<file path="src/rtl/mips_noc_iface.sv">
// -----------------------------------------------------------------------------
// mips_noc_iface
//
// Network interface between a MIPS pipeline node and its local NoC router
// port. Outgoing words are framed as {dest, src, data} flits and buffered in a
// first-word-fall-through TX FIFO. Incoming flits addressed to this node are
// buffered as {src, data} in a first-word-fall-through RX FIFO. Flits
// addressed to any other node are accepted and discarded.
//
// Optional feature macro: NOC_IFACE_STATS_EN
//   defined   : saturating 16-bit tx/rx/drop statistics counters are built
//   undefined : no counter registers; the statistics outputs read 16'h0000
//
// Parameters
//   DATA_W  payload width
//   ADDR_W  node address width
//   DEPTH   entries per FIFO (power of two, >= 2)
//   NODE_ID this node's address
//
// Ports
//   clk, rst                      rising-edge clock, synchronous active-high reset
//   proc_valid/dest/data/ready    processor -> TX FIFO push handshake
//   proc_rx_valid/data/src/ready  RX FIFO head -> processor pop handshake
//   net_tx_valid/flit/ready       TX FIFO head -> router
//   net_rx_valid/flit/ready       router -> RX FIFO (filtered by dest)
//   tx_count/rx_count/drop_count  statistics (see macro above)
// -----------------------------------------------------------------------------
module mips_noc_iface #(
   parameter int DATA_W  = 32,
   parameter int ADDR_W  = 2,
   parameter int DEPTH   = 4,
   parameter int NODE_ID = 0,
   localparam int FLIT_W = 2 * ADDR_W + DATA_W
) (
   input  logic              clk,
   input  logic              rst,

   input  logic              proc_valid,
   input  logic [ADDR_W-1:0] proc_dest,
   input  logic [DATA_W-1:0] proc_data,
   output logic              proc_ready,

   output logic              proc_rx_valid,
   output logic [DATA_W-1:0] proc_rx_data,
   output logic [ADDR_W-1:0] proc_rx_src,
   input  logic              proc_rx_ready,

   output logic              net_tx_valid,
   output logic [FLIT_W-1:0] net_tx_flit,
   input  logic              net_tx_ready,

   input  logic              net_rx_valid,
   input  logic [FLIT_W-1:0] net_rx_flit,
   output logic              net_rx_ready,

   output logic [15:0]       tx_count,
   output logic [15:0]       rx_count,
   output logic [15:0]       drop_count
);

   localparam int PTR_W  = $clog2(DEPTH);
   localparam int CNT_W  = PTR_W + 1;
   localparam int RXE_W  = ADDR_W + DATA_W;   // stored RX entry: {src, data}

   localparam logic [ADDR_W-1:0] MY_ID   = NODE_ID[ADDR_W-1:0];
   localparam logic [CNT_W-1:0]  CNT_MAX = CNT_W'(DEPTH);
   localparam logic [PTR_W-1:0]  PTR_ONE = PTR_W'(1);
   localparam logic [CNT_W-1:0]  CNT_ONE = CNT_W'(1);

   // ---------------------------------------------------------------- TX FIFO
   logic [FLIT_W-1:0] tx_mem [DEPTH];
   logic [PTR_W-1:0]  tx_wr_ptr, tx_rd_ptr;
   logic [CNT_W-1:0]  tx_cnt;
   logic              tx_push, tx_pop;

   // Handshakes come from the registered count only, so no combinational
   // path runs from any valid input to any ready output.
   assign proc_ready   = (tx_cnt != CNT_MAX);
   assign net_tx_valid = (tx_cnt != '0);
   assign net_tx_flit  = tx_mem[tx_rd_ptr];

   assign tx_push = proc_valid && proc_ready;
   assign tx_pop  = net_tx_valid && net_tx_ready;

   // NOTE: sequential state uses non-blocking (<=) assignments so every
   // register samples the pre-edge values of the others.
   always_ff @(posedge clk) begin
      if (rst) begin
         tx_wr_ptr <= '0;
         tx_rd_ptr <= '0;
         tx_cnt    <= '0;
      end else begin
         if (tx_push) tx_wr_ptr <= tx_wr_ptr + PTR_ONE;
         if (tx_pop)  tx_rd_ptr <= tx_rd_ptr + PTR_ONE;
         case ({tx_push, tx_pop})
            2'b10:   tx_cnt <= tx_cnt + CNT_ONE;
            2'b01:   tx_cnt <= tx_cnt - CNT_ONE;
            default: tx_cnt <= tx_cnt;
         endcase
      end
   end

   // NOTE: FIFO storage is deliberately left out of reset; an entry is only
   // ever read after it has been written, and skipping the reset keeps the
   // array mappable to plain RAM.
   always_ff @(posedge clk) begin
      if (tx_push) tx_mem[tx_wr_ptr] <= {proc_dest, MY_ID, proc_data};
   end

   // ---------------------------------------------------------------- RX FIFO
   logic [RXE_W-1:0]  rx_mem [DEPTH];
   logic [PTR_W-1:0]  rx_wr_ptr, rx_rd_ptr;
   logic [CNT_W-1:0]  rx_cnt;
   logic              rx_accept, rx_store, rx_pop;
   logic [ADDR_W-1:0] rx_dest;
   logic [RXE_W-1:0]  rx_head;

   assign net_rx_ready  = (rx_cnt != CNT_MAX);
   assign proc_rx_valid = (rx_cnt != '0);
   assign rx_head       = rx_mem[rx_rd_ptr];
   assign proc_rx_src   = rx_head[RXE_W-1 -: ADDR_W];
   assign proc_rx_data  = rx_head[DATA_W-1:0];

   assign rx_dest   = net_rx_flit[FLIT_W-1 -: ADDR_W];
   assign rx_accept = net_rx_valid && net_rx_ready;
   // A flit for another node is still accepted (it leaves the router port)
   // but never written into the FIFO.
   assign rx_store  = rx_accept && (rx_dest == MY_ID);
   assign rx_pop    = proc_rx_valid && proc_rx_ready;

   always_ff @(posedge clk) begin
      if (rst) begin
         rx_wr_ptr <= '0;
         rx_rd_ptr <= '0;
         rx_cnt    <= '0;
      end else begin
         if (rx_store) rx_wr_ptr <= rx_wr_ptr + PTR_ONE;
         if (rx_pop)   rx_rd_ptr <= rx_rd_ptr + PTR_ONE;
         case ({rx_store, rx_pop})
            2'b10:   rx_cnt <= rx_cnt + CNT_ONE;
            2'b01:   rx_cnt <= rx_cnt - CNT_ONE;
            default: rx_cnt <= rx_cnt;
         endcase
      end
   end

   always_ff @(posedge clk) begin
      if (rx_store) rx_mem[rx_wr_ptr] <= net_rx_flit[RXE_W-1:0];
   end

   // ------------------------------------------------------------- statistics
`ifdef NOC_IFACE_STATS_EN
   logic [15:0] tx_cnt_q, rx_cnt_q, drop_cnt_q;
   logic        rx_drop;

   assign rx_drop = rx_accept && (rx_dest != MY_ID);

   // Counters stick at all-ones instead of wrapping.
   always_ff @(posedge clk) begin
      if (rst) begin
         tx_cnt_q   <= '0;
         rx_cnt_q   <= '0;
         drop_cnt_q <= '0;
      end else begin
         if (tx_pop   && (tx_cnt_q   != 16'hFFFF)) tx_cnt_q   <= tx_cnt_q   + 16'd1;
         if (rx_store && (rx_cnt_q   != 16'hFFFF)) rx_cnt_q   <= rx_cnt_q   + 16'd1;
         if (rx_drop  && (drop_cnt_q != 16'hFFFF)) drop_cnt_q <= drop_cnt_q + 16'd1;
      end
   end

   assign tx_count   = tx_cnt_q;
   assign rx_count   = rx_cnt_q;
   assign drop_count = drop_cnt_q;
`else
   assign tx_count   = 16'h0000;
   assign rx_count   = 16'h0000;
   assign drop_count = 16'h0000;
`endif

endmodule

</file>
<file path="config.mk">
export PLATFORM = sky130hd
export DESIGN_NAME = mips_noc_iface
export DESIGN_NICKNAME = d
export VERILOG_FILES = /design/src/rtl/mips_noc_iface.sv
export SDC_FILE = /design/constraint.sdc
export NUM_CORES = 1
export LEC_CHECK = 0
export ABC_AREA = 1
export CAP_MARGIN = 40
export CELL_PAD_IN_SITES_DETAIL_PLACEMENT = 1
export CELL_PAD_IN_SITES_GLOBAL_PLACEMENT = 2
export CORE_UTILIZATION = 37
export DETAILED_ROUTE_END_ITERATION = 12
export HOLD_SLACK_MARGIN = 0.02
export PLACE_DENSITY_LB_ADDON = 0.1
export SLEW_MARGIN = 20
export SYNTH_ARGS = -nofsm -noshare
export SYNTH_HDL_FRONTEND = slang
export SYNTH_SLANG_ARGS = --single-unit
</file>
<file path="constraint.sdc">
create_clock -name clk -period 2.77 [get_ports clk]
set_input_delay 0.277 -clock clk [delete_from_list [all_inputs] [get_ports clk]]
set_output_delay 0.277 -clock clk [all_outputs]
set_load 0.05 [all_outputs]
</file>
==> results of run 1 <==
==> worst reg2reg max path, delay by kind of cell, from the launching register on <==
| family | cells | cell delay (ps) |
|---|---|---|
| simple gates | 8 | 790 |
| fa+ha+maj | 2 | 610 |
| flops | 1 | 330 |
| buf+inv | 2 | 130 |
==> flip-flops by register name, indices dropped and copies added, names as in the netlist, named ones only <==
register	cells
rx_cnt	3
rx_rd_ptr	2
rx_wr_ptr	2
tx_wr_ptr	2
tx_rd_ptr	2
tx_mem	136
tx_cnt	3
rx_mem	136
==> final cells by class <==
cell class,instances,area (µm²),share of cell area [%]
diodes,3,7.51,0.0519
clock buffers,47,931,6.43
clock inverters,13,114,0.787
inverters,37,146,1.01
multi-input cells,479,2710,18.7
flip-flops and latches,290,8530,58.9
well taps,402,503,3.47
repair buffers,165,1540,10.6
==> cell usage in the layout, fill, tap and decap left out, types with 10 or more instances in the layout <==
cell | synthesis | layout
edfxtp_1 | 272 | 272
o21ai_0 | 125 | 125
nor2_1 | 118 | 110
clkdlybuf4s50_1 | 0 | 79
buf_4 | 50 | 78
conb_1 | 1 | 50
nor2_2 | 40 | 40
o22ai_2 | 40 | 40
clkbuf_16 | 0 | 35
inv_1 | 32 | 32
nand2_1 | 29 | 29
o22ai_1 | 28 | 28
dfxtp_1 | 18 | 16
o21ai_1 | 15 | 15
clkbuf_1 | 4 | 11
a21oi_1 | 10 | 10
nand3_1 | 10 | 10
ha_1 | 10 | 10
==> cells by family after synthesis <==
family / share of synthesized area, %
DFF: 72.1
AOI/OAI and AO/OA: 12.1
and+or+nand+nor: 7.34
buffers and inverters: 7.08
adders and majority gates: 1.40
other: 0.0317
==> where the power goes <==
part | switching [W] | internal, W
Combinational | 0.00326 | 0.00123
Clock | 0.00163 | 0.00253
Sequential | 0.0000944 | 0.00507
==> routing by layer <==
layer  up-vias  routed length (µm)  global-route usage (%)
met1      3464               11100                    20.1
met3        35                1260                    3.75
li1       3312                   -                       -
met4         0                 401                    3.83
met2       147               13000                    27.9
met5         -                   0                       0
==> final timing paths <==
path / to / startpoint
worst max-delay path: proc_rx_data[5] / register
worst min-delay path: tx_mem[1][28] / proc_data[28]
worst max register to register: tx_cnt[2] / tx_cnt[1]
worst min register to register: rx_cnt[0] / rx_cnt[0]
==> through the flow <==
step | cell area [µm²] | setup slack (ps) | total power (W) | instances
4_1_cts | 14500 | 218 | 0.0141 | 1433
3_5_place_dp | 13400 | 634 | 0.00983 | 1373
5_1_grt | 14500 | 135 | 0.0145 | 1433
2_1_floorplan | 12000 | -165 | 0.00861 | 898
3_3_place_gp | 13400 | 653 | 0.00980 | 1373
6_report | 14500 | 305 | 0.0138 | 1436
==> impl_metrics.yaml, run 1 <==
outcome:
  status: "finished, final reports clean"
clock_network:
  cts_setup_buffers: 0
  htreeDepth: 2
  ctsResizeCount: 0
  clkSinkCount: 290
  cts_root_buffer: "clkbuf_16"
  cts_hold_buf: 0
  cts_inserted_buffers: 34
  clk_latency_ps: 490
  clk_pin_slew_ps: 50
  clockBufferDepth: 3
  cts_tree: "yes"
yosys:
  syn_area_per_cell_um2: 13.9
  synth_top_area_share_pct: 69.1
  synth_seq_area_share_pct: 72.1
  ys_warn_count: 0
  ys_top_cells_by_count: "edfxtp_1 (272), o21ai_0 (125), nor2_1 (118), buf_4 (50)"
  synth-edff-count: 272
  syn_inst: 849
  ys.flop_type: "edfxtp_1"
  ys_seq_elements: 290
  ys_types: 28
  yosysMostFrequentCell: "edfxtp_1"
  synthArstFlopShare_pct: 0
  netlist_area_um2: 11800
  synth.largest_area_cell: "edfxtp_1"
  synthTopCellsByArea: "edfxtp_1 (69%), o21ai_0 (5.3%), o22ai_2 (4.2%), nor2_1 (3.7%), buf_4 (3.2%)"
sta:
  setup-violations-final: 0
  fin_crit_ps: 2460
  slew_headroom_pct: 52.3
  fmax_ghz: 0.406
  tns_ps: 0
  hold_slack_ps: 415
  final_hold_viol_count: 0
  drv_slew: 0
  fin_skew_ps: 12.2
  worst_pin_slew_ps: 715
  rsz0062_at_grt: "false"
  layout_worst_path_cycle_share_pct: 89.0
drt:
  wire_per_inst_um: 18.0
  vias: 6958
  drtIter0Drc: 339
  viasPerCell: 4.85
  ant_nets: 0
  wl_um: 25800
  dr.pass1.iters: 6
  drc: 0
power:
  peakVddDrop_mv: 0.425
  powerDensity_nw_per_um2: 954
  p_leak_nw: 5.02
worst_setup_path:
  start_kind: "register"
  cpMostUsedCell: "buf_4"
  crit_slowest_cell: "buf_4"
  worstPathMaxFanout: 68
  r2r_cells: 12
  cp_cell_sequence: "buf_4 -> o21ai_0 -> o22ai_1 -> buf_4"
  path_buf_inv: 2
  max_stage_delay_ps: 550
  path_depth: 4
  cp.arrival_ps: 2190
  criticalPathCategory: "reg2out"
  reg2reg_slack_ps: 810
  crit_required_ps: 2490
  critPathTopFamily: "buffers and inverters"
  worstSetupEndpointType: "primary output"
floorplan:
  die_h_um: 181
  fp.coreArea_um2: 31500
  fp-row-count: 65
  ios: 198
  dieArea_um2: 32700
  initial_core_util_pct: 37.6
  die_w_um: 181
final_layout:
  synthToLayoutAreaGrowth_pct: 22.4
  final_util_pct: 46.0
  drive_above_1_share_pct: 21.8
  fill_cells: 3223
  layout.nets: 1095
placed_design:
  dp_hpwl_um: 15100
  gp_congestion: 0.686
  io_buffers: 147
grt:
  grt_util_all_layers_pct: 16.0
  grt.overflow.total: 0
  antenna_found_initial: 2
  grt_pass1_vias: 7136
  grt_pass1_wl_um: 40300
  grt_max_degree: 69
hold_path:
  min_path_cells: 1
  hp-class: "in2reg"
flow_run:
  cap_violations: 0
(Power assumes the default switching activity.)
==> run 2, diff against run 1 <==
--- a/config.mk
+++ b/config.mk
@@ -10,6 +10,7 @@
 export CELL_PAD_IN_SITES_DETAIL_PLACEMENT = 1
 export CELL_PAD_IN_SITES_GLOBAL_PLACEMENT = 2
 export CORE_UTILIZATION = 37
+export CTS_CLUSTER_SIZE = 25
 export DETAILED_ROUTE_END_ITERATION = 12
 export HOLD_SLACK_MARGIN = 0.02
 export PLACE_DENSITY_LB_ADDON = 0.1
==> results of run 2 <==
Same layout as run 1: the final DEF is identical, and so are final timing and power.
